`src/rtl/coarse_delay_start.sv`:
```
// coarse_delay_start
//   Converts an asynchronous external trigger into one clean start pulse on
//   m_clk. The pulse is delayed by a programmable number of whole cycles and
//   has a programmable width. start_pulse feeds the fine (tap) delay stage
//   directly, so the coarse and fine delays add.
//
// Ports
//   m_clk, reset    clock / asynchronous active-high reset
//   trig_in         asynchronous trigger, acted on at its rising edge
//   arm, abort      one-cycle control requests (abort wins over everything)
//   continuous      rearm automatically after each pulse
//   cfg_load        latch coarse_delay / pulse_width (only in IDLE or ARMED)
//   coarse_delay    delay D in cycles
//   pulse_width     width W in cycles, 0 behaves as 1
//   start_pulse     registered start pulse
//   armed, busy     registered state flags
//   missed_trig     one-cycle flag for a trigger edge that arrived while busy
module coarse_delay_start #(
  parameter int CNT_W       = 16,
  parameter int WID_W       = 8,
  parameter int SYNC_STAGES = 2   // 2 or 3
) (
  input  logic             m_clk,
  input  logic             reset,
  input  logic             trig_in,
  input  logic             arm,
  input  logic             abort,
  input  logic             continuous,
  input  logic             cfg_load,
  input  logic [CNT_W-1:0] coarse_delay,
  input  logic [WID_W-1:0] pulse_width,
  output logic             start_pulse,
  output logic             armed,
  output logic             busy,
  output logic             missed_trig
);

  typedef enum logic [1:0] {IDLE, ARMED, DELAY, PULSE} state_t;

  typedef struct packed {
    logic [CNT_W-1:0] delay;
    logic [WID_W-1:0] width;   // never 0
  } cfg_t;

  state_t                 state_q, state_d;
  cfg_t                   cfg_q;
  logic [CNT_W-1:0]       dcnt_q, dcnt_d;
  logic [WID_W-1:0]       wcnt_q, wcnt_d;
  logic [SYNC_STAGES-1:0] sync_pipe;
  logic                   hist_q;
  logic                   trig_edge;
  logic                   in_busy;

  // Synchroniser plus history flop; runs in every state so that a level
  // already high at arm time never looks like a fresh edge.
  always_ff @(posedge m_clk or posedge reset) begin
    if (reset) begin
      sync_pipe <= '0;
      hist_q    <= 1'b0;
    end else begin
      sync_pipe <= {sync_pipe[SYNC_STAGES-2:0], trig_in};
      hist_q    <= sync_pipe[SYNC_STAGES-1];
    end
  end

  assign trig_edge = sync_pipe[SYNC_STAGES-1] & ~hist_q;
  assign in_busy   = (state_q == DELAY) || (state_q == PULSE);

  // Config is frozen while a shot is running.
  always_ff @(posedge m_clk or posedge reset) begin
    if (reset) begin
      cfg_q.delay <= '0;
      cfg_q.width <= WID_W'(1);
    end else if (cfg_load && !in_busy) begin
      cfg_q.delay <= coarse_delay;
      cfg_q.width <= (pulse_width == '0) ? WID_W'(1) : pulse_width;
    end
  end

  always_comb begin
    state_d = state_q;
    dcnt_d  = dcnt_q;
    wcnt_d  = wcnt_q;
    case (state_q)
      IDLE:  if (arm) state_d = ARMED;
      ARMED: begin
        if (trig_edge) begin
          if (cfg_q.delay == '0) begin
            state_d = PULSE;
            wcnt_d  = cfg_q.width - WID_W'(1);
          end else begin
            state_d = DELAY;
            dcnt_d  = cfg_q.delay - CNT_W'(1);
          end
        end
      end
      DELAY: begin
        if (dcnt_q == '0) begin
          state_d = PULSE;
          wcnt_d  = cfg_q.width - WID_W'(1);
        end else begin
          dcnt_d = dcnt_q - CNT_W'(1);
        end
      end
      PULSE: begin
        if (wcnt_q == '0) state_d = continuous ? ARMED : IDLE;
        else              wcnt_d  = wcnt_q - WID_W'(1);
      end
      default: state_d = IDLE;
    endcase
    if (abort) state_d = IDLE;
  end

  // Outputs are flops loaded from the next state so they are glitch-free
  // toward the fine-delay stage.
  always_ff @(posedge m_clk or posedge reset) begin
    if (reset) begin
      state_q     <= IDLE;
      dcnt_q      <= '0;
      wcnt_q      <= '0;
      start_pulse <= 1'b0;
      armed       <= 1'b0;
      busy        <= 1'b0;
      missed_trig <= 1'b0;
    end else begin
      state_q     <= state_d;
      dcnt_q      <= dcnt_d;
      wcnt_q      <= wcnt_d;
      start_pulse <= (state_d == PULSE);
      armed       <= (state_d == ARMED);
      busy        <= (state_d == DELAY) || (state_d == PULSE);
      // Includes the last PULSE cycle: that edge is dropped even in continuous mode.
      missed_trig <= trig_edge & in_busy;
    end
  end

endmodule

```
`config.mk`:
```
export PLATFORM = sky130hd
export DESIGN_NAME = coarse_delay_start
export DESIGN_NICKNAME = d
export VERILOG_FILES = /design/src/rtl/coarse_delay_start.sv
export SDC_FILE = /design/constraint.sdc
export NUM_CORES = 1
export LEC_CHECK = 0
export BUFFER_PORTS_ARGS = -buffer_cell sky130_fd_sc_hd__buf_2
export CELL_PAD_IN_SITES_DETAIL_PLACEMENT = 1
export CELL_PAD_IN_SITES_GLOBAL_PLACEMENT = 1
export CORE_MARGIN = 8
export CORE_UTILIZATION = 41
export DETAILED_ROUTE_END_ITERATION = 16
export PLACE_DENSITY = 0.8
export SETUP_SLACK_MARGIN = 0.5
export SYNTH_ARGS = -nofsm -noshare
export SYNTH_HDL_FRONTEND = slang
export SYNTH_SLANG_ARGS = --single-unit
export TNS_END_PERCENT = 20
```
`constraint.sdc`:
```
create_clock -name m_clk -period 3.3 [get_ports m_clk]
set_clock_uncertainty 0.2 [all_clocks]
set_input_delay 0.495 -clock m_clk [delete_from_list [all_inputs] [get_ports m_clk]]
set_output_delay 0.495 -clock m_clk [all_outputs]
set_load 0.01 [all_outputs]
```
==> results.py <==
metrics = {
    "clock_tree": {
        "cts-buffers-inserted": 9,
        "clockBufferDepth": 2,
        "cts_sinks": 57,
        "cts.htree.levels": 3,
        "path_clk_slew_ns": 0.07,
        "insertion_delay_ns": 0.33,
        "cts_tree": "done",
        "cts_root_buf": "clkbuf_8",
    },
    "cells_and_area": {
        "drive_above_1_share_pct": 27.79,
        "area_delta_synth_final_pct": 15.17,
        "instances_no_fill": 490,
        "nFillCells": 931,
        "finalNetCount": 413,
        "ff_latch_area_um2": 1428,
        "diodes": 0,
        "multi_input_area_um2": 1815,
    },
    "global_route": {
        "grt_antenna_before_repair": 0,
        "overflow": 0,
        "grt_pass1_wl_mm": 16.10,
        "track_usage_pct": 17.55,
        "grt_max_degree": 58,
        "grt_pass1_vias": 3128,
    },
    "detailed_routing": {
        "via_per_inst": 5.906,
        "num_vias": 2894,
        "wl_per_cell_um": 19.04,
        "drc": 0,
        "drt_pre_antenna_iters": 4,
        "drtIter0Drc": 156,
        "drtAntennaViolNets": 0,
        "routed_wl_mm": 9.332,
    },
    "synthesis": {
        "synth_top_family_by_area": "simple AND/OR/NAND/NOR gates",
        "yosys-top-cells-area": "dfrtp_1 42%, mux2_2 9.1%, nor2_1 4.0%",
        "synthMuxAreaShare_pct": 13.90,
        "synthXorXnorAreaFrac_pct": 0.2623,
        "synth-seq-cells": 57,
        "yosys.area_share.simple_pct": 20.98,
        "yosys_most_used_dff": "dfrtp_1",
        "yosysMostFrequentCell": "dfrtp_1",
        "synth_edf_count": 0,
        "syn_inst": 344,
        "syn_avg_cell_area_um2": 9.708,
        "synth_area_um2": 3339,
        "yosysTopAreaCell": "dfrtp_1",
        "synth_warnings": 0,
        "synthAdderAreaFrac_pct": 0.7493,
        "synth_nets": 377,
        "synth_top_area_share_pct": 41.96,
        "synth_compound_area_share_pct": 17.65,
        "async_reset_ff_share_pct": 100.0,
        "ys_top_cells_by_count": "56 x dfrtp_1, 36 x nor2_1, 27 x mux2_2",
        "synth-seq-area-share_pct": 42.75,
        "synthDistinctLibCells": 62,
    },
    "power_and_ir_drop": {
        "switching_power_uw": 994.6,
        "p_clk_share_pct": 24.3,
        "comb_power_share_pct": 30.0,
        "vdd_drop_max_uv": 335.0,
        "p_leak_nw": 1.562,
        "netSwitchingFraction_pct": 37.97,
        "p_int_mw": 1.625,
        "seq_power_share_pct": 45.8,
        "p_per_area_nw_per_um2": 681.1,
    },
    "outcome": {
        "status": "finished, final reports clean",
    },
    "timing": {
        "min_period_ns": 2.766,
        "tightest_slew_ns": 0.7220,
        "setup_tns_ns": 0,
        "rsz0062_at_grt": "true",
        "hold_violations": 0,
        "setup_viol_count_final": 0,
        "slew_viol_final": 0,
        "final.period_utilization_pct": 83.81,
        "relSlewSlack_pct": 51.86,
        "clock.fmax_ghz": 0.3616,
    },
    "die": {
        "start_util_pct": 41.48,
        "core_um2": 8051,
        "io_pins": 35,
        "die_h_um": 106.3,
        "dieArea_um2": 11290,
        "num_rows": 33,
        "die_w_um": 106.3,
    },
    "critical_path": {
        "cp.arrival_ns": 2.80,
        "regToRegStartpoint": "state_q[0]",
        "end_kind": "register",
        "r2r-end": "dcnt_q[14]",
        "startpoint": "state_q[0]",
        "crit_path_max_fanout": 7,
        "r2r_setup_slack_ns": 0.53,
        "worstSetupPathType": "reg -> reg",
        "startpoint_type": "register",
        "crit_end": "dcnt_q[14]",
        "cp.required_ns": 3.33,
        "reg2reg_depth": 9,
    },
    "place": {
        "placed_cells": 474,
        "dp_hpwl_mm": 6.764,
        "gp_congestion": 0.8369,
        "numPortBuffers": 34,
    },
    "worst_hold_path": {
        "min_path_type": "in -> reg",
    },
    "job": {
        "max_cap_violations": 0,
    },
}
==> cells by family (layout without fill, tap and decap cells) <==
family | count (synthesis) | in the layout
fa+ha+maj | 2 | 2
compound gates | 88 | 88
flops | 57 | 57
buf+inv | 26 | 67
mux | 42 | 42
xor+xnor | 1 | 1
simple gates | 128 | 128
==> worst min-delay path by stage <==
| stage | from | end | slack (ns) | cells past startpoint |
|---|---|---|---|---|
| 6_report | trig_in | sync_pipe[0] | 0.07 | 1 |
| 2_1_floorplan | sync_pipe[0] | sync_pipe[1] | 0.13 | 0 |
| 3_5_place_dp | sync_pipe[0] | sync_pipe[1] | 0.14 | 0 |
| 5_1_grt | trig_in | sync_pipe[0] | 0.05 | 1 |
| 3_3_place_gp | sync_pipe[0] | sync_pipe[1] | 0.13 | 0 |
| 4_1_cts | trig_in | sync_pipe[0] | 0.06 | 1 |
==> state kept, by name (all words and copies together) (netlist names), 2 cells and up <==
register   flops
sync_pipe      2
wcnt_q         8
cfg_q         24
dcnt_q        16
state_q        2
==> what timing repair did <==
action	in CTS	in global routing
buffers inserted	0	0
resized for setup	1	1
hold buffers	0	0
gates cloned	0	0
endpoints found under the setup margin	3	8
==> layout make-up <==
class,instances,share of cell area [%]
clock buffers,14,4.750
clock inverters,2,0.2602
inverters,5,0.4880
multi-input cells,261,47.20
flip-flops and latches,57,37.12
well taps,105,3.416
repair buffers,46,6.766
==> worst max-delay path, cell delays in order, from the launching register on <==
cell and delay, ns:
dfrtp_1 0.41, nor2b_4 0.25, mux2i_1 0.28, ha_2 0.23, inv_1 0.07, a211oi_2 0.19, and3_1 0.34, nand3_4 0.14
mux2_4 0.33, nor4_2 0.22
==> layer usage <==
metal	vias up	part of all wire, %	GRT usage [%]
li1	1385	-	-
met1	1446	44	21.80
met2	52	50	29.40
met3	11	4.4	4.840
met4	0	1.0	4.523
met5	-	0	0
==> through the flow <==
stage               utilization, %  hold slack (ns)  instance area [um2]  worst slack [ns]  power [mW]
floorplan                        -           0.1312                 3379            0.4474       1.734
global placement             45.28           0.1334                 3646            0.5939       1.921
detailed placement           45.28           0.1356                 3646            0.4437       1.981
CTS                          47.74          0.05657                 3844            0.4818       2.632
global route                 47.77          0.04876                 3846            0.3341       2.793
finish                       47.77          0.06655                 3846            0.5342       2.619
==> power groups by stage <==
| stage | combinational [mW] | clock (mW) | sequential (mW) |
|---|---|---|---|
| after global placement | 0.735 | 0 | 1.19 |
| final | 0.785 | 0.636 | 1.20 |
| after floorplan | 0.615 | 0 | 1.12 |
| after global routing | 0.874 | 0.679 | 1.24 |
| after CTS | 0.788 | 0.648 | 1.20 |
| after detailed placement | 0.777 | 0 | 1.20 |
==> layout by cell type, fill, tap and decap left out, drive strengths merged, types with 5 or more instances in the layout <==
cell,synthesis,layout
a211oi,9,9
a21oi,21,21
a31oi,9,9
buf,11,46
clkbuf,10,14
dfrtp,56,56
inv,5,5
mux2,29,29
mux2i,13,13
nand2,22,22
nand3,10,10
nor2,36,36
nor3,15,15
nor4,14,14
o21ai,14,14
o31ai,5,5
Note: power is estimated with default switching activity, not from simulation.
